File: src/rtl/nibble_serial_add_ctrl.sv
// nibble_serial_add_ctrl: wide adder built from one shared 4-bit ripple slice.
// Operands are captured into shift registers and consumed one nibble per
// cycle, least-significant first, with the slice carry held between steps.
// Valid/ready handshakes on both the operand side and the result side.

// One-bit full adder cell; four of these form the shared nibble slice.
module full_add (
    input  logic x,
    input  logic y,
    input  logic ci,
    output logic s,
    output logic co
);
    assign s  = x ^ y ^ ci;
    assign co = (x & y) | (ci & (x ^ y));
endmodule

module nibble_serial_add_ctrl #(
    parameter int WIDTH = 16
) (
    input  logic             clk,
    input  logic             rst,
    input  logic             in_valid,
    output logic             in_ready,
    input  logic [WIDTH-1:0] a,
    input  logic [WIDTH-1:0] b,
    input  logic             cin,
    output logic             out_valid,
    input  logic             out_ready,
    output logic [WIDTH-1:0] sum,
    output logic             cout,
    output logic             busy
);
    localparam int NIB = WIDTH / 4;
    localparam int CW  = (NIB > 1) ? $clog2(NIB) : 1;

    generate
        if (WIDTH < 4 || (WIDTH % 4) != 0) begin : g_bad_width
            $error("nibble_serial_add_ctrl: WIDTH must be a multiple of 4 and >= 4");
        end
    endgenerate

    typedef enum logic [1:0] {
        IDLE = 2'd0,
        RUN  = 2'd1,
        DONE = 2'd2
    } state_t;

    state_t           state;
    state_t           state_nxt;
    logic [WIDTH-1:0] a_sh;
    logic [WIDTH-1:0] b_sh;
    logic             carry;
    logic [CW-1:0]    cnt;
    logic [3:0]       s4;
    logic [4:0]       rc;
    logic             last;
    logic             accept;

    // Shared 4-bit ripple slice working on the low nibble of the shift registers.
    assign rc[0] = carry;
    genvar gi;
    generate
        for (gi = 0; gi < 4; gi++) begin : g_slice
            full_add u_fa (
                .x  (a_sh[gi]),
                .y  (b_sh[gi]),
                .ci (rc[gi]),
                .s  (s4[gi]),
                .co (rc[gi+1])
            );
        end
    endgenerate

    assign last   = (cnt == CW'(NIB - 1));
    assign accept = in_valid & in_ready;

    // State register.
    always_ff @(posedge clk) begin
        // NOTE: reset is synchronous here, so it lives inside the clocked
        // branch and the sensitivity list holds only the clock.
        if (rst) begin
            state <= IDLE;
        end else begin
            state <= state_nxt;
        end
    end

    // Next-state decode and handshake outputs straight from the state.
    always_comb begin
        // NOTE: every output gets a default before the case so no path can
        // leave one unassigned and infer a latch.
        state_nxt = state;
        in_ready  = 1'b0;
        out_valid = 1'b0;
        busy      = 1'b0;
        case (state)
            IDLE: begin
                in_ready = 1'b1;
                if (in_valid) state_nxt = RUN;
            end
            RUN: begin
                busy = 1'b1;
                if (last) state_nxt = DONE;
            end
            DONE: begin
                out_valid = 1'b1;
                busy      = 1'b1;
                if (out_ready) state_nxt = IDLE;
            end
            default: state_nxt = IDLE;
        endcase
    end

    // Datapath: capture on accept, then one nibble per RUN cycle.
    always_ff @(posedge clk) begin
        if (rst) begin
            a_sh  <= '0;
            b_sh  <= '0;
            carry <= 1'b0;
            cnt   <= '0;
            sum   <= '0;
            cout  <= 1'b0;
        end else if (accept) begin
            a_sh  <= a;
            b_sh  <= b;
            carry <= cin;
            cnt   <= '0;
            sum   <= '0;
        end else if (state == RUN) begin
            for (int n = 0; n < NIB; n++) begin
                if (cnt == CW'(n)) sum[n*4 +: 4] <= s4;
            end
            carry <= rc[4];
            a_sh  <= a_sh >> 4;
            b_sh  <= b_sh >> 4;
            cnt   <= cnt + 1'b1;
            if (last) cout <= rc[4];
        end
    end
endmodule

File: config.mk
export PLATFORM = sky130hd
export DESIGN_NAME = nibble_serial_add_ctrl
export DESIGN_NICKNAME = d
export VERILOG_FILES = /design/src/rtl/nibble_serial_add_ctrl.sv
export SDC_FILE = /design/constraint.sdc
export NUM_CORES = 1
export LEC_CHECK = 0
export BUFFER_PORTS_ARGS = -buffer_cell sky130_fd_sc_hd__buf_2
export CAP_MARGIN = 10
export CORE_MARGIN = 8
export CORE_UTILIZATION = 53
export DETAILED_ROUTE_END_ITERATION = 8
export GPL_ROUTABILITY_DRIVEN = 0
export PLACE_DENSITY = 0.79
export SLEW_MARGIN = 20
export SYNTH_ARGS = -nofsm -noshare
export SYNTH_HDL_FRONTEND = slang
export SYNTH_SLANG_ARGS = --single-unit
File: constraint.sdc
create_clock -name clk -period 2.9 [get_ports clk]
set_input_delay 0.435 -clock clk [delete_from_list [all_inputs] [get_ports clk]]
set_output_delay 0.435 -clock clk [all_outputs]
set_load 0.02 [all_outputs]
# Word-level counts from Yosys, hierarchy flattened
# Cells that the tools add are included.
[op_classes]
n_addsub = 1
eq_ne = 8
n_mux = 13
bitwise_logic = 22
n_reduce_logical = 11
[ops]
columns = ["operator", "count"]
rows = [
  ["two-way mux 16 bit", 4],
  ["bitwise AND 1 bit", 9],
  ["AND reduction 2 bit", 4],
  ["bitwise XOR 1 bit", 8],
  ["== test 2 bit, second input constant", 3],
  ["two-way mux 2 bit", 3],
  ["!= test 2 bit, second input constant", 3],
  ["one-hot mux 2 bit (3 select lines)", 1],
  ["AND reduction 3 bit", 2],
  ["two-way mux 1 bit", 5],
  ["== test 2 x 1 -> 1 bit, second input constant", 2],
  ["logical NOT 2 bit", 2],
  ["OR 1 bit", 4],
  ["OR reduction 2 bit", 2],
  ["adder 2 x 1 -> 2 bit, second input constant", 1],
  ["nonzero test 2 bit", 1],
  ["NOT 1 bit", 1],
]
[totals]
regBits = 54
in_bits = 37
out_inout_bits = 20
word_cells = 65

# Logic depth before layout (Yosys ltp)
[depth]
depth_word = 11
ltp_mapped = 10

# Modules after synthesis
# From an unflattened synthesis, not the netlist that was laid out.
[unflattened]
hier_cells = 261
area_unflattened_um2 = 2386.0
[by_module_without_submodules]
columns = ["module", "instances", "cells_per_inst", "area_each_um2"]
rows = [
  ["nibble_serial_add_ctrl", 1, 257, 2306.0],
  ["full_add", 4, 1, 20.0],
]

# Least setup slack after synthesis
# Ideal clock, no wire load.
[synth_path]
path_type = "reg-to-reg"
start = "register carry"
end = "register sum[11]"
arrival_time_ns = 2.028
required_ns = 2.809
slack_ns = 0.781
path_stages_with_launch = 9
path_buffers = 0
path_cell_list = "dfxtp_1 inv_1 fa_1 inv_1 fa_1 fa_1 inv_1 fa_1 a311oi_1"
[synth_via]
elab_chain_cells = 7
[synth_lines]
columns = ["item", "line", "rtl"]
rows = [
  ["from (decl)", "53", "logic carry;"],
  ["from (signal assigned)", "127", "carry <= cin;"],
  ["from (signal assigned)", "134", "carry <= rc[4];"],
  ["bitwise AND 1 bit", "15", "assign co = (x & y) | (ci & (x ^ y));"],
  ["OR 1 bit", "15", ""],
  ["bitwise AND 1 bit", "15", ""],
  ["OR 1 bit", "15", ""],
  ["bitwise AND 1 bit", "15", ""],
  ["OR 1 bit", "15", ""],
  ["bitwise XOR 1 bit", "14", "assign s = x ^ y ^ ci;"],
  ["to (signal assigned)", "122", "sum <= '0;"],
  ["to (signal assigned)", "129", "sum <= '0;"],
  ["to (signal, indexed assignment)", "132", "if (cnt == CW'(n)) sum[n*4 +: 4] <= s4;"],
  ["to (decl)", "30", "output logic [WIDTH-1:0] sum,"],
]
# Every way passes these cells.
# A chain may end at the register's enable or synchronous reset.

# Worst setup path after layout
[layout_path]
start = "register carry"
end = "register sum[3]"
# Same word-level chain as after synthesis.

==> metrics.txt <==
Initial Util roughly 55%; Die W 83.5 microns; CTS Hold Buffers Added 0; Ys Warns 0; count of different cell masters after synthesis 22; leakage roughly 1.1 nW; sw frac about 36%; Data arrival, critical path between 2000 and 2500 ps; Post-synth top flop dfxtp_1; TritonCTS Sinks 54; Hold Fails Final Rpt 0; Net Count, Synth around 300; reg2reg setup slack around 630 ps; clock root buffer clkbuf_8; count leader, synth dfxtp_1; first-pass GRT wire length roughly 9.0 mm; Post-synth ARST share 0%; Resized cells post-CTS 0; Core ar. between 4000 and 5000 sq um; Hold Path End a_sh[12]$_SDFFE_PP0P_; clock-pin transition on the worst setup and hold timing paths around 90 ps; CP startpoint kind flop; R2R depth 8; dpl cells 348; final WL between 5 and 6 mm; GRT overflow 0; RSZ-0062 raised after global routing false; Pwr Total 2.40 mW; PortBufs 56; die area between 6000 and 7000 sq um; Pint about 1.5 mW; outcome complete, no violations; total CTS buffers 5; # Post-CTS Setup Buffers 0; Worst Path Required roughly 3100 ps; Synth top cells by count dfxtp_1, nor2_1, mux2i_1; CTS tree yes; design area about 2800 sq um; First DRT Iteration DRCs 98; DR WL met3 between 300 and 400 microns; Clk pwr share around a fifth; top cells by area, synth dfxtp_1, mux2i_1, a211oi_1; Total GRT Usage 14.9%; synthesized cell area roughly 2400 sq um; via/cell ratio 5.45; Max Used Layer met4; Final HPWL DP 3.66 mm; drt pass-1 iters 4; post-place instance area roughly 2700 sq um; CP Capture Type flop; syn_area_per_cell between 9 and 10 sq um; Comb pwr share 37.4%; Final Non-Filler Cells between 300 and 400; Cell Pwr Density roughly 860 nW/um^2; Max Freq between 400 and 500 MHz; Seq/Total Area, Yosys 44.7%; largest net degree at the start of global routing 53; reg-to-reg endpoint sum[3]$_SDFFE_PP0P_; MaxCap Viol Count 0; Die Span Y 83.5 microns; EDFF count, synth 0; setup TNS 0 ps; via count between 1,500 and 2,000; post-synthesis cell count about 260; Antenna Nets Post-Route 0; Hold Startpoint a[12]; layout net count 351; met2 wire len ~2.3 mm; share of post-route cells with drive strength above 1 around 22%; Max clock buf depth 2; drt wl/cell approximately 14 microns; HP Class in2reg; Max-slew headroom between 50% and 60%; synthesis-to-finish area growth 15.5%; maximum VDD drop between 0.3 and 0.4 mV; Hold Crit Depth 3; initial antenna violation count 0; crit path max fanout 4; Tmin final between 2000 and 2500 ps; register share of total power 41.6%; max-slew violations 0; clock latency on the worst-skew pair around 310 ps; worst setup margin approximately 630 ps; Ports between 50 and 60; reg2reg start carry$_SDFFE_PP0P_; WL met1 roughly 2.3 mm; Remaining DRCs 0; Finish-stage setup viols 0; vias in the first global route between 2,000 and 2,500; maximum level of the CTS H-tree 2; FF+latch count, synth 54; dpl ws between 600 and 700 ps; crit path kind reg2reg; fin crit share between 70% and 80%; Switch Pwr between 0.8 and 0.9 mW; # diodes 0; Worst Tran Pin Value 680 ps; Synth area leader dfxtp_1; Setup Skew 5.63 ps; Yosys top cell area share about 45%; # rows 24
## how the worst max path moves through the flow
stage                     cells past startpoint                from                    to  slack [ps]
after floorplan                               8  carry$_SDFFE_PP0P_  sum[11]$_SDFFE_PP0P_         780
after detailed placement                      8  carry$_SDFFE_PP0P_   sum[3]$_SDFFE_PP0P_         640
final                                         8  carry$_SDFFE_PP0P_   sum[3]$_SDFFE_PP0P_         630
after global routing                          8  carry$_SDFFE_PP0P_   sum[3]$_SDFFE_PP0P_         510
after global placement                        8  carry$_SDFFE_PP0P_   sum[3]$_SDFFE_PP0P_         720
after CTS                                     8  carry$_SDFFE_PP0P_   sum[3]$_SDFFE_PP0P_         610
## cell type report
| class | instances | area [sq um] |
|---|---|---|
| fill | 390 | 1590 |
| multi-input combinational | 169 | 1180 |
| sequential | 54 | 1080 |
| timing repair buffer | 59 | 303 |
| clock buffer | 6 | 82.6 |
| tap | 52 | 65.1 |
| inverter | 14 | 52.6 |
| clock inverter | 1 | 30.0 |
## kinds of logic (layout without fill, tap and decap cells)
| group | after synthesis | after routing | share of synthesized area [%] |
|---|---|---|---|
| and+or+nand+nor | 71 | 71 | 13.3 |
| AOI/OAI and AO/OA | 57 | 57 | 15.9 |
| DFF | 54 | 54 | 44.7 |
| buffers and inverters | 35 | 80 | 6.73 |
| muxes | 29 | 29 | 12.0 |
| adders and majority gates | 11 | 11 | 6.94 |
| xor gates and xnor gates | 1 | 1 | 0.363 |
## power groups by stage
stage	Combinational, mW	Clock [mW]	Sequential (mW)
global placement	0.880	0	1.00
floorplan	0.735	0	1.00
detailed placement	0.899	0	1.02
finish	0.898	0.505	0.998
CTS	0.902	0.519	1.00
global route	1.01	0.548	1.02
## critical path: stages (launching register included)
cell and delay, ps:
dfxtp_1 320, inv_1 70, fa_1 160, inv_1 50
fa_1 370, fa_1 370, inv_1 80, fa_1 460
a311oi_1 290
## layout by cell type, fill, tap and decap left out
| master | synthesis | routed |
|---|---|---|
| a311oi_1 | 7 | 7 |
| a21oi_1 | 22 | 22 |
| ha_1 | 7 | 6 |
| buf_2 | 7 | 56 |
| ha_2 | 0 | 1 |
| a211oi_1 | 26 | 26 |
| and2_1 | 2 | 2 |
| inv_1 | 14 | 14 |
| o211ai_1 | 1 | 1 |
| a222oi_1 | 1 | 1 |
| nand2b_1 | 5 | 5 |
| fa_1 | 4 | 4 |
| clkbuf_8 | 0 | 6 |
| bufinv_16 | 0 | 1 |
| nand2_2 | 0 | 1 |
| nand3b_1 | 8 | 8 |
| nand2_1 | 20 | 19 |
| dfxtp_1 | 54 | 54 |
| nor2_1 | 30 | 30 |
| buf_4 | 4 | 3 |
| nand3_1 | 6 | 6 |
| mux2i_1 | 29 | 29 |
| xnor2_1 | 1 | 1 |
## per-layer routing
layer / GRT usage [%] / vias up
met2: 25.0 / 56
met3: 4.39 / 12
met4: 7.06 / 0
met1: 17.0 / 880
met5: 0 / -
li1: - / 986
## metrics by stage
stage / hold slack, ps / utilization [%]
after global routing: 356 / 63.7
final: 356 / 63.7
after floorplan: 460 / -
after CTS: 347 / 63.7
after detailed placement: 451 / 61.1
after global placement: 439 / 61.1
## sequential cells by signal, indices dropped and copies added, names as in the netlist
name and cells:
cnt 2, a_sh 16, cout 1, sum 16, b_sh 16, carry 1
state 2
No activity file was read; power rests on OpenSTA's default activity.
